**src/rtl/parser_seq_ctrl.sv**
```systemverilog
`timescale 1ns/1ps
// parser_seq_ctrl: per-frame sequencer that gates the ethernet/IPv4/IPv6 header parsers,
// stalls the stream for the metadata handshake, and drops runt/unsupported/stalled frames.
module parser_seq_ctrl #(
  parameter int DATA_W      = 64,
  parameter int IPV4_XTRA   = 3,
  parameter int IPV6_XTRA   = 5,
  parameter int TIMEOUT_CYC = 1024
) (
  input  logic              aclk,
  input  logic              aresetn,
  input  logic [DATA_W-1:0] s_axis_tdata,
  input  logic              s_axis_tvalid,
  input  logic              s_axis_tlast,
  output logic              s_axis_tready,
  output logic              eth_en,
  output logic              ipv4_en,
  output logic              ipv6_en,
  output logic              meta_valid,
  input  logic              meta_ready,
  output logic [1:0]        meta_proto,
  output logic              meta_done,
  output logic              err_runt,
  output logic              err_timeout,
  output logic [31:0]       pkt_cnt,
  output logic [15:0]       drop_cnt
);

  localparam int XTRA_MAX = (IPV4_XTRA > IPV6_XTRA) ? IPV4_XTRA : IPV6_XTRA;
  localparam int BW       = $clog2(XTRA_MAX + 1);
  localparam int IW       = $clog2(TIMEOUT_CYC);
  localparam logic [IW-1:0] IDLE_LAST = IW'(TIMEOUT_CYC - 1);

  if (DATA_W != 64) begin : g_bad_width
    $fatal(1, "parser_seq_ctrl supports DATA_W=64 only");
  end

  typedef enum logic [2:0] {
    S_IDLE    = 3'd0,
    S_ETH1    = 3'd1,
    S_IP      = 3'd2,
    S_META    = 3'd3,
    S_PAYLOAD = 3'd4,
    S_DROP    = 3'd5
  } state_t;

  state_t          r_state;
  state_t          w_state_nxt;
  logic [BW-1:0]   r_beat_cnt;
  logic [BW-1:0]   w_beat_cnt_nxt;
  logic [IW-1:0]   r_idle_cnt;
  logic [1:0]      r_proto;
  logic [1:0]      w_proto_nxt;
  logic            r_last_seen;
  logic            w_last_seen_nxt;
  logic [31:0]     r_pkt_cnt;
  logic [15:0]     r_drop_cnt;
  logic            w_drop_inc;
  logic            w_pkt_inc;
  logic            w_accept;
  logic            w_count_state;
  logic            w_idle_last;
  logic [15:0]     w_etype;
  logic            w_is_v4;
  logic            w_is_v6;
  logic            w_unused_data;

  // Ethertype sits in bytes 4..5 of the second beat; byte 0 is the MSB lane.
  assign w_etype       = s_axis_tdata[31:16];
  assign w_unused_data = ^{s_axis_tdata[DATA_W-1:32], s_axis_tdata[15:0]};
  assign w_is_v4       = (w_etype == 16'h0800);
  assign w_is_v6       = (w_etype == 16'h86DD);

  assign s_axis_tready = (r_state != S_META);
  assign w_accept      = s_axis_tvalid & s_axis_tready;
  assign w_count_state = (r_state == S_ETH1) || (r_state == S_IP) ||
                         (r_state == S_PAYLOAD) || (r_state == S_DROP);
  assign w_idle_last   = (r_idle_cnt == IDLE_LAST);

  assign pkt_cnt  = r_pkt_cnt;
  assign drop_cnt = r_drop_cnt;

  always_comb begin
    w_state_nxt     = r_state;
    w_beat_cnt_nxt  = r_beat_cnt;
    w_proto_nxt     = r_proto;
    w_last_seen_nxt = r_last_seen;
    w_drop_inc      = 1'b0;
    w_pkt_inc       = 1'b0;
    eth_en          = 1'b0;
    ipv4_en         = 1'b0;
    ipv6_en         = 1'b0;
    meta_valid      = 1'b0;
    meta_proto      = 2'b00;
    meta_done       = 1'b0;
    err_runt        = 1'b0;
    err_timeout     = 1'b0;

    case (r_state)
      S_IDLE: begin
        if (w_accept) begin
          eth_en = 1'b1;
          if (s_axis_tlast) begin
            err_runt   = 1'b1;
            w_drop_inc = 1'b1;
          end else begin
            w_state_nxt = S_ETH1;
          end
        end
      end
      S_ETH1: begin
        if (w_accept) begin
          eth_en = 1'b1;
          if (w_is_v4) begin
            ipv4_en        = 1'b1;
            w_beat_cnt_nxt = BW'(IPV4_XTRA);
            w_proto_nxt    = 2'b01;
          end else if (w_is_v6) begin
            ipv6_en        = 1'b1;
            w_beat_cnt_nxt = BW'(IPV6_XTRA);
            w_proto_nxt    = 2'b10;
          end
          if (s_axis_tlast) begin
            err_runt    = 1'b1;
            w_drop_inc  = 1'b1;
            w_state_nxt = S_IDLE;
          end else if (w_is_v4 || w_is_v6) begin
            w_state_nxt = S_IP;
          end else begin
            w_drop_inc  = 1'b1;
            w_state_nxt = S_DROP;
          end
        end
      end
      S_IP: begin
        if (w_accept) begin
          ipv4_en        = (r_proto == 2'b01);
          ipv6_en        = (r_proto == 2'b10);
          w_beat_cnt_nxt = r_beat_cnt - BW'(1);
          if (r_beat_cnt == BW'(1)) begin
            w_state_nxt     = S_META;
            w_last_seen_nxt = s_axis_tlast;
          end else if (s_axis_tlast) begin
            err_runt    = 1'b1;
            w_drop_inc  = 1'b1;
            w_state_nxt = S_IDLE;
          end
        end
      end
      S_META: begin
        meta_valid = 1'b1;
        meta_proto = r_proto;
        if (meta_ready) begin
          meta_done   = 1'b1;
          w_pkt_inc   = 1'b1;
          w_state_nxt = r_last_seen ? S_IDLE : S_PAYLOAD;
        end
      end
      S_PAYLOAD, S_DROP: begin
        if (w_accept && s_axis_tlast) w_state_nxt = S_IDLE;
      end
      default: w_state_nxt = S_IDLE;
    endcase

    // Stalled frame: drop is only counted if nothing has accounted for this frame yet.
    if (w_count_state && !w_accept && w_idle_last) begin
      err_timeout = 1'b1;
      w_state_nxt = S_IDLE;
      if ((r_state == S_ETH1) || (r_state == S_IP)) w_drop_inc = 1'b1;
    end
  end

  always_ff @(posedge aclk or negedge aresetn) begin
    if (!aresetn) begin
      r_state     <= S_IDLE;
      r_beat_cnt  <= '0;
      r_idle_cnt  <= '0;
      r_proto     <= 2'b00;
      r_last_seen <= 1'b0;
      r_pkt_cnt   <= '0;
      r_drop_cnt  <= '0;
    end else begin
      r_state     <= w_state_nxt;
      r_beat_cnt  <= w_beat_cnt_nxt;
      r_proto     <= w_proto_nxt;
      r_last_seen <= w_last_seen_nxt;
      if (w_count_state && !w_accept && (w_state_nxt == r_state))
        r_idle_cnt <= r_idle_cnt + IW'(1);
      else
        r_idle_cnt <= '0;
      if (w_pkt_inc) r_pkt_cnt <= r_pkt_cnt + 32'd1;
      if (w_drop_inc && (r_drop_cnt != 16'hFFFF)) r_drop_cnt <= r_drop_cnt + 16'd1;
    end
  end

endmodule

```
**config.mk**
```make
export PLATFORM = sky130hd
export DESIGN_NAME = parser_seq_ctrl
export DESIGN_NICKNAME = d
export VERILOG_FILES = /design/src/rtl/parser_seq_ctrl.sv
export SDC_FILE = /design/constraint.sdc
export NUM_CORES = 1
export LEC_CHECK = 0
export CELL_PAD_IN_SITES_DETAIL_PLACEMENT = 0
export CELL_PAD_IN_SITES_GLOBAL_PLACEMENT = 1
export CORE_MARGIN = 4
export CORE_UTILIZATION = 33
export DETAILED_ROUTE_END_ITERATION = 7
export PLACE_DENSITY_LB_ADDON = 0.2
export SETUP_SLACK_MARGIN = 0.02
export SLEW_MARGIN = 30
export SYNTH_ARGS = -nofsm -noshare
export SYNTH_HDL_FRONTEND = slang
export SYNTH_SLANG_ARGS = --single-unit
```
**constraint.sdc**
```tcl
create_clock -name aclk -period 3 [get_ports aclk]
set_input_delay 0.9 -clock aclk [delete_from_list [all_inputs] [get_ports aclk]]
set_output_delay 0.9 -clock aclk [all_outputs]
set_load 0.1 [all_outputs]
```
==> results of run 1 <==
[state kept, by name (all words and copies together), names as in the netlist]
register / flops
r_beat_cnt: 3
r_proto: 2
drop_cnt: 16
r_idle_cnt: 10
r_state: 3
r_last_seen: 1
pkt_cnt: 32
[layout make-up]
class                           count  area (µm²)
Clock buffer                       10       127.6
Inverter                           12       47.55
Timing Repair Buffer              109       994.7
Tap cell                          136       170.2
Fill cell                        1002        5384
Sequential cell                    67        1677
Multi-Input combinational cell    263        1812
Clock inverter                      6       111.4
[kinds of logic (layout without fill, tap and decap cells)]
kind of cell	count (synthesis)	after routing
AND/OR/NAND/NOR	159	159
flip-flops	67	67
XOR/XNOR	52	52
AO/OA/AOI/OAI	45	45
buffers and inverters	18	137
adder cells (fa/ha/maj)	5	5
multiplexers	2	2
[layer usage]
layer,routed length (µm),part of all wire,GRT usage,up-vias
li1,-,-,-,1461
met1,3937,0.45,0.1808,1419
met2,4066,0.47,0.2282,82
met3,573,0.066,0.04367,6
met4,77,0.0089,0.04762,0
met5,0,0,0,-
[worst register-to-register path: cells and delay by family, from the launching register on]
family | cells | cell delay, ns
DFF | 1 | 0.49
AOI/OAI and AO/OA | 4 | 1.15
buffers and inverters | 2 | 0.39
and+or+nand+nor | 2 | 0.30
[path summary, 6_finish.rpt]
check,startpoint,to,slack (ns),cells after the start
max reg2reg,r_state[1],r_idle_cnt[5],0.62,8
min in group asynchronous,aresetn,pkt_cnt[30],0.58,2
min reg2reg,pkt_cnt[31],pkt_cnt[31],0.47,1
max,s_axis_tdata[30],ipv6_en,-0.22,7
max in group asynchronous,aresetn,r_idle_cnt[7],2.12,2
min,pkt_cnt[31],pkt_cnt[31],0.47,1
[synthesized netlist by cell type, drive strengths merged (4+ instances only)]
library cell	n
nor4	7
nand2	39
nor3	8
nor2	31
and2	5
dfrtp	67
xnor2	31
inv	12
xor2	21
and4	6
nand3	20
o22ai	4
nand2b	4
nand4	15
and3	13
ha	5
o21ai	6
a21oi	11
buf	5
[power groups by stage]
| stage | Sequential, W | Clock, W | Combinational [W] |
|---|---|---|---|
| finish | 0.00107 | 0.000916 | 0.000976 |
| global route | 0.00108 | 0.000992 | 0.00104 |
| CTS | 0.00107 | 0.000942 | 0.000981 |
| detailed placement | 0.00109 | 0 | 0.000980 |
| global placement | 0.00109 | 0 | 0.000976 |
| floorplan | 0.00138 | 0 | 0.000367 |
[metrics by stage]
stage	instances	setup WS, ns	setup TNS (ns)
6_report	603	-0.2209	-0.3600
2_1_floorplan	348	-0.4042	-0.8973
3_3_place_gp	584	-0.5557	-2.655
5_1_grt	603	-0.2744	-0.4822
4_1_cts	602	-0.3122	-0.6065
3_5_place_dp	584	-0.5386	-2.463
[repair_timing]
action / 4_1_cts / 5_1_grt
buffers inserted: 2 / 1
gates resized for setup: 18 / 8
endpoints found under the setup margin: 4 / 2
hold buffers: 0 / 0
pin swaps: 6 / 9
==> flow_summary_export.csv, run 1 <==
group,metric,value,unit
die,die_h,111.0,µm
power,vdd_drop_max,0.6040,mV
clock_network,cts_sinks,67,
sta,hold_violations,0,
critical_path,path_max_fanout,2,
power,p_total,0.002961,W
power,pwr-share-clk,0.309,
synthesis,synth_area_leader_cell,"dfrtp_1",
layout,final_common_cell,"buf_4",
placed_design,place.gp.congestion,0.8393,
power,leakage,2.355,nW
critical_path,crit_chain,"buf_6 > or4_4 > nor3_4 > buf_4 > nand4_1 > a21oi_4 > buf_12",
sta,clock_skew,0.02131,ns
sta,rsz0062_at_grt,"yes",
detailed_routing,drcViolationCount,0,
outcome,status,"complete, but fails checks",
placed_design,hpwlAfterDp,6283,µm
global_route,antenna_found_initial,0,
layout,final_util,0.4785,
power,cellInternalPower,0.001842,W
synthesis,synth_edf_count,0,
die,start_util,0.3389,
synthesis,synthXorXnorAreaFrac,0.1302,
synthesis,syn_avg_cell_area,10.05,µm²
synthesis,synth-adder-area-share,0.01788,
layout,nets,536,
flow_run,max_cap_viol_count,0,
critical_path,cp.arrival,2.32,ns
synthesis,synth_top_cell_area_share,0.4793,
sta,fmax,310.5,MHz
synthesis,mappedNetlistArea,0.003498,mm²
outcome,violations,"negative setup slack",
min_path,min_path_type,"reg2reg",
synthesis,syn-num-nets,422,
sta,setup_ws,-0.2209,ns
sta,fin_crit_sh,1.074,
power,power_frac_seq,0.361,
synthesis,yosysWarnings,0,
synthesis,synth_top_family_by_area,"simple AND/OR/NAND/NOR gates",
layout,layout_common_cells,"78 x buf_4, 67 x dfrtp_1, 39 x nand2_1, 31 x xnor2_1, 29 x nor2_1",
synthesis,async_reset_ff_frac,1.000,
layout,fin_area,0.004940,mm²
detailed_routing,wl_per_cell,14.35,µm
clock_network,cts_buffers,9,
synthesis,yosysSeqAreaShare,0.4793,
sta,post-route-min-period,3.221,ns
clock_network,root_buffer,"clkbuf_8",
synthesis,synth_mux_area_frac,0.006438,
global_route,track_usage,0.1416,
clock_network,clk_pin_slew_worst_paths,0.07,ns
placed_design,io_buffer_count,78,
global_route,grt_max_degree,68,
power,p_sw_frac,0.3778,
critical_path,slowest_delay,0.53,ns
synthesis,synth-simple-area-share,0.2532,
critical_path,crit_buf_inv,3,
sta,finalSetupViolations,2,
sta,worstMarginPinSlew,0.5927,ns
die,rows,37,
detailed_routing,drt_iter0_drc,128,
detailed_routing,vias_per_cell,4.922,
power,pwr-share-comb,0.330,
layout,areaGrowthSynthToFinish,41.20,%
synthesis,synthTopCellsByArea,"dfrtp_1 48%, xnor2_1 7.8%, xor2_1 5.3%",
synthesis,ys_types,57,
layout,num_antenna_cells,0,
die,design.core.area,0.01032,mm²
die,die_w,111.0,µm
clock_network,clk_latency,0.34,ns
sta,timing.hold.ws,0.4669,ns
global_route,grt_pass1_wl,14530,µm
synthesis,syn_inst,348,
detailed_routing,drt_pass1_iterations,4,
synthesis,synth_compound_area_frac,0.09156,
clock_network,clk_path_buf_depth,2,
clock_network,cts_tree,"built",
global_route,grt_overflow_total,0,
critical_path,crit_slowest_cell,"or4_4",
layout,drive_above_1_share,0.2912,
clock_network,h-tree-depth,3,
synthesis,synth_ff_type,"dfrtp_1",
power,p_switching,0.001119,W
power,power.density,599.4,mW/mm²
die,die_area,0.01231,mm²
detailed_routing,ant_nets,0,
die,io_pins,127,
critical_path,critical_path_class,"in2out",
synthesis,ys_ff_latch,67,
global_route,grt_pass1_vias,3045,
placed_design,dpl_cell_area,0.004651,mm²
critical_path,cp_data_required_time,2.10,ns
sta,relSlewSlack,0.6012,
detailed_routing,wirelength,8654,µm
detailed_routing,vias,2968,
critical_path,startpoint_type,"input pin",
critical_path,crit_family,"simple AND/OR/NAND/NOR gates",
critical_path,cp-end-kind,"output pin",
sta,slew_violations,0,
No activity file was read; power rests on OpenSTA's default activity.
==> inputs of run 2 (changes only) <==
Settings changed: CAP_MARGIN set to 20.
==> results of run 2 <==
Same layout as run 1: the final DEF is identical, and so are final timing and power.
==> inputs of run 3 (changes only) <==
Settings changed: CORE_MARGIN 4 to 2, PLACE_DENSITY_LB_ADDON 0.2 to 0.1.
==> run 3 against run 2 <==
The run still ends with negative setup slack left. Sequential power is essentially flat. Critical endpoint unchanged. Register-to-register slack lost 0.05 ns. Worst hold slack gained 0.0044 ns. Cell area shrank 1.7%. Non-clock buffer count shrank 3. Count of clock-buffer cells in the layout grew 2. Die area shrank 7.1%. Maximum frequency grew 0.41%. Highest routed layer unchanged. Critical path type unchanged. Cell count shrank 0.50%. Utilization shrank 0.84 points. Sequential cell count is the same.
==> flow_summary_export.csv, run 3 (synthesis results as in run 1) <==
group,metric,value,unit
placed_design,hpwlAfterDp,6334,µm
layout,areaGrowthSynthToFinish,38.73,%
die,die_h,107.0,µm
die,design.core.area,0.01032,mm²
min_path,min_path_type,"in2async",
detailed_routing,vias_per_cell,4.938,
layout,largest_reg_flops,32,
power,power_frac_seq,0.396,
critical_path,crit_path_frequent_cell,"buf_6",
power,pwr-share-comb,0.349,
layout,final_util,0.4701,
layout,final.fill_count,1003,
clock_network,postCtsHoldBufs,0,
clock_network,h-tree-depth,3,
die,die_w,107.0,µm
global_route,grt_overflow_total,0,
power,pwr-share-clk,0.254,
critical_path,startpoint_type,"input pin",
sta,relSlewSlack,0.6001,
global_route,grt_max_degree,35,
sta,slew_violations,0,
critical_path,path_max_fanout,2,
layout,nets,533,
critical_path,crit_slowest_cell,"or4_4",
layout,drive_above_1_share,0.2888,
critical_path,cp-end-kind,"output pin",
placed_design,placed_cells,582,
clock_network,clk_path_buf_depth,2,
sta,worstMarginPinSlew,0.5944,ns
global_route,grt_pass1_wl,14230,µm
global_route,grt_pass1_vias,2940,
clock_network,cts_tree,"built",
outcome,status,"complete, but fails checks",
layout,final_common_cell,"buf_4",
power,p_switching,0.001114,W
sta,post-route-min-period,3.208,ns
power,vdd_drop_max,0.7006,mV
sta,fmax,311.7,MHz
flow_run,max_cap_viol_count,0,
power,p_sw_frac,0.4071,
placed_design,place.gp.congestion,0.8755,
clock_network,cts_sinks,67,
sta,setup_ws,-0.2079,ns
power,power.density,564.0,mW/mm²
power,cellInternalPower,0.001623,W
layout,fin_area,0.004853,mm²
die,start_util,0.3389,
critical_path,cp_data_required_time,2.10,ns
sta,fin_crit_sh,1.069,
detailed_routing,wirelength,8531,µm
sta,finalSetupViolations,2,
sta,clock_skew,0.009597,ns
sta,rsz0062_at_grt,"yes",
detailed_routing,ant_nets,0,
power,leakage,2.280,nW
clock_network,clk_latency,0.34,ns
detailed_routing,vias,2963,
detailed_routing,drcViolationCount,0,
layout,stdcell_count,600,
detailed_routing,drt_iter0_drc,132,
global_route,antenna_found_initial,0,
sta,hold_violations,0,
die,die_area,0.01144,mm²
clock_network,root_buffer,"clkbuf_8",
critical_path,crit_chain,"buf_6 > or4_4 > nor3_4 > buf_6 > nand4_1 > a21oi_4 > buf_12",
clock_network,cts_buffers,9,
critical_path,slowest_delay,0.53,ns
detailed_routing,wl_per_cell,14.22,µm
critical_path,critical_path_class,"in2out",
layout,layout_common_cells,"75 x buf_4, 67 x dfrtp_1, 39 x nand2_1, 31 x xnor2_1, 29 x nor2_1",
critical_path,reg2reg_slack,0.57,ns
die,rows,37,
layout,num_antenna_cells,0,
global_route,track_usage,0.1574,
outcome,violations,"negative setup slack",
die,io_pins,127,
power,p_total,0.002737,W
detailed_routing,drt_pass1_iterations,5,
clock_network,clk_pin_slew_worst_paths,0.08,ns
placed_design,dpl_cell_area,0.004636,mm²
placed_design,io_buffer_count,78,
critical_path,cp.arrival,2.31,ns
## run 3: cell types whose count changed in the layout (fill, tap and decap cells not counted), sizes merged
cell / before / now
dlygate4sd2: 3 / 8
dlymetal6s2s: 6 / 2
buf: 93 / 90
bufinv: 3 / 0
clkbuf: 10 / 12
clkdlybuf4s50: 6 / 5
clkinv: 1 / 2
clkinvlp: 1 / 2
inv: 13 / 12
## run 3: per-layer routing
| layer | share of wire | wire length [µm] | global-route usage | vias to the layer above |
|---|---|---|---|---|
| li1 | - | - | - | 1454 |
| met4 | 0.018 | 152 | 0.05566 | 0 |
| met5 | 0 | 0 | 0 | - |
| met3 | 0.047 | 405 | 0.04134 | 11 |
| met1 | 0.47 | 3990 | 0.2066 | 1424 |
| met2 | 0.47 | 3982 | 0.2511 | 74 |
## run 3: power groups by stage
stage | sequential, W | combinational, W | clock, W
2_1_floorplan | 0.00138 | 0.000367 | 0
3_3_place_gp | 0.00110 | 0.000957 | 0
3_5_place_dp | 0.00110 | 0.000962 | 0
4_1_cts | 0.00109 | 0.000962 | 0.000731
5_1_grt | 0.00110 | 0.00102 | 0.000767
6_report | 0.00108 | 0.000956 | 0.000696
## run 3: critical path, delay by kind of cell
kind	cells	cell delay, ns
buffers and inverters	3	0.40
AOI/OAI and AO/OA	1	0.19
and+or+nand+nor	3	0.82
## run 3: through the flow
stage	hold slack, ns	TNS [ns]	worst slack [ns]
5_1_grt	0.4817	-0.5475	-0.2762
3_5_place_dp	0.4772	-2.867	-0.5954
4_1_cts	0.4724	-0.5712	-0.3008
2_1_floorplan	0.4505	-0.8973	-0.4042
3_3_place_gp	0.4585	-3.235	-0.6138
6_report	0.4713	-0.3971	-0.2079
## run 3: final timing paths
kind / from / end / cells after the start
max in group asynchronous: aresetn / pkt_cnt[9] / 2
min in group aclk: pkt_cnt[31] / pkt_cnt[31] / 1
max: s_axis_tdata[28] / ipv6_en / 7
min reg2reg: pkt_cnt[31] / pkt_cnt[31] / 1
min: aresetn / r_beat_cnt[1] / 1
max reg2reg: r_state[2] / pkt_cnt[30] / 10
## run 3: cell type report
class | instances | area (µm²) | area share
clock buffers | 12 | 155.1 | 0.03197
well taps | 136 | 170.2 | 0.03506
inverters | 12 | 47.55 | 0.009796
flip-flops and latches | 67 | 1677 | 0.3455
multi-input cells | 263 | 1817 | 0.3743
repair buffers | 106 | 962.2 | 0.1982
clock inverters | 4 | 25.02 | 0.005156
## run 3: repair_timing
item                                    CTS  global route
setup buffers                             2             0
pin swaps                                 8             7
endpoints found under the setup margin    5             2
gates resized for setup                  24             5
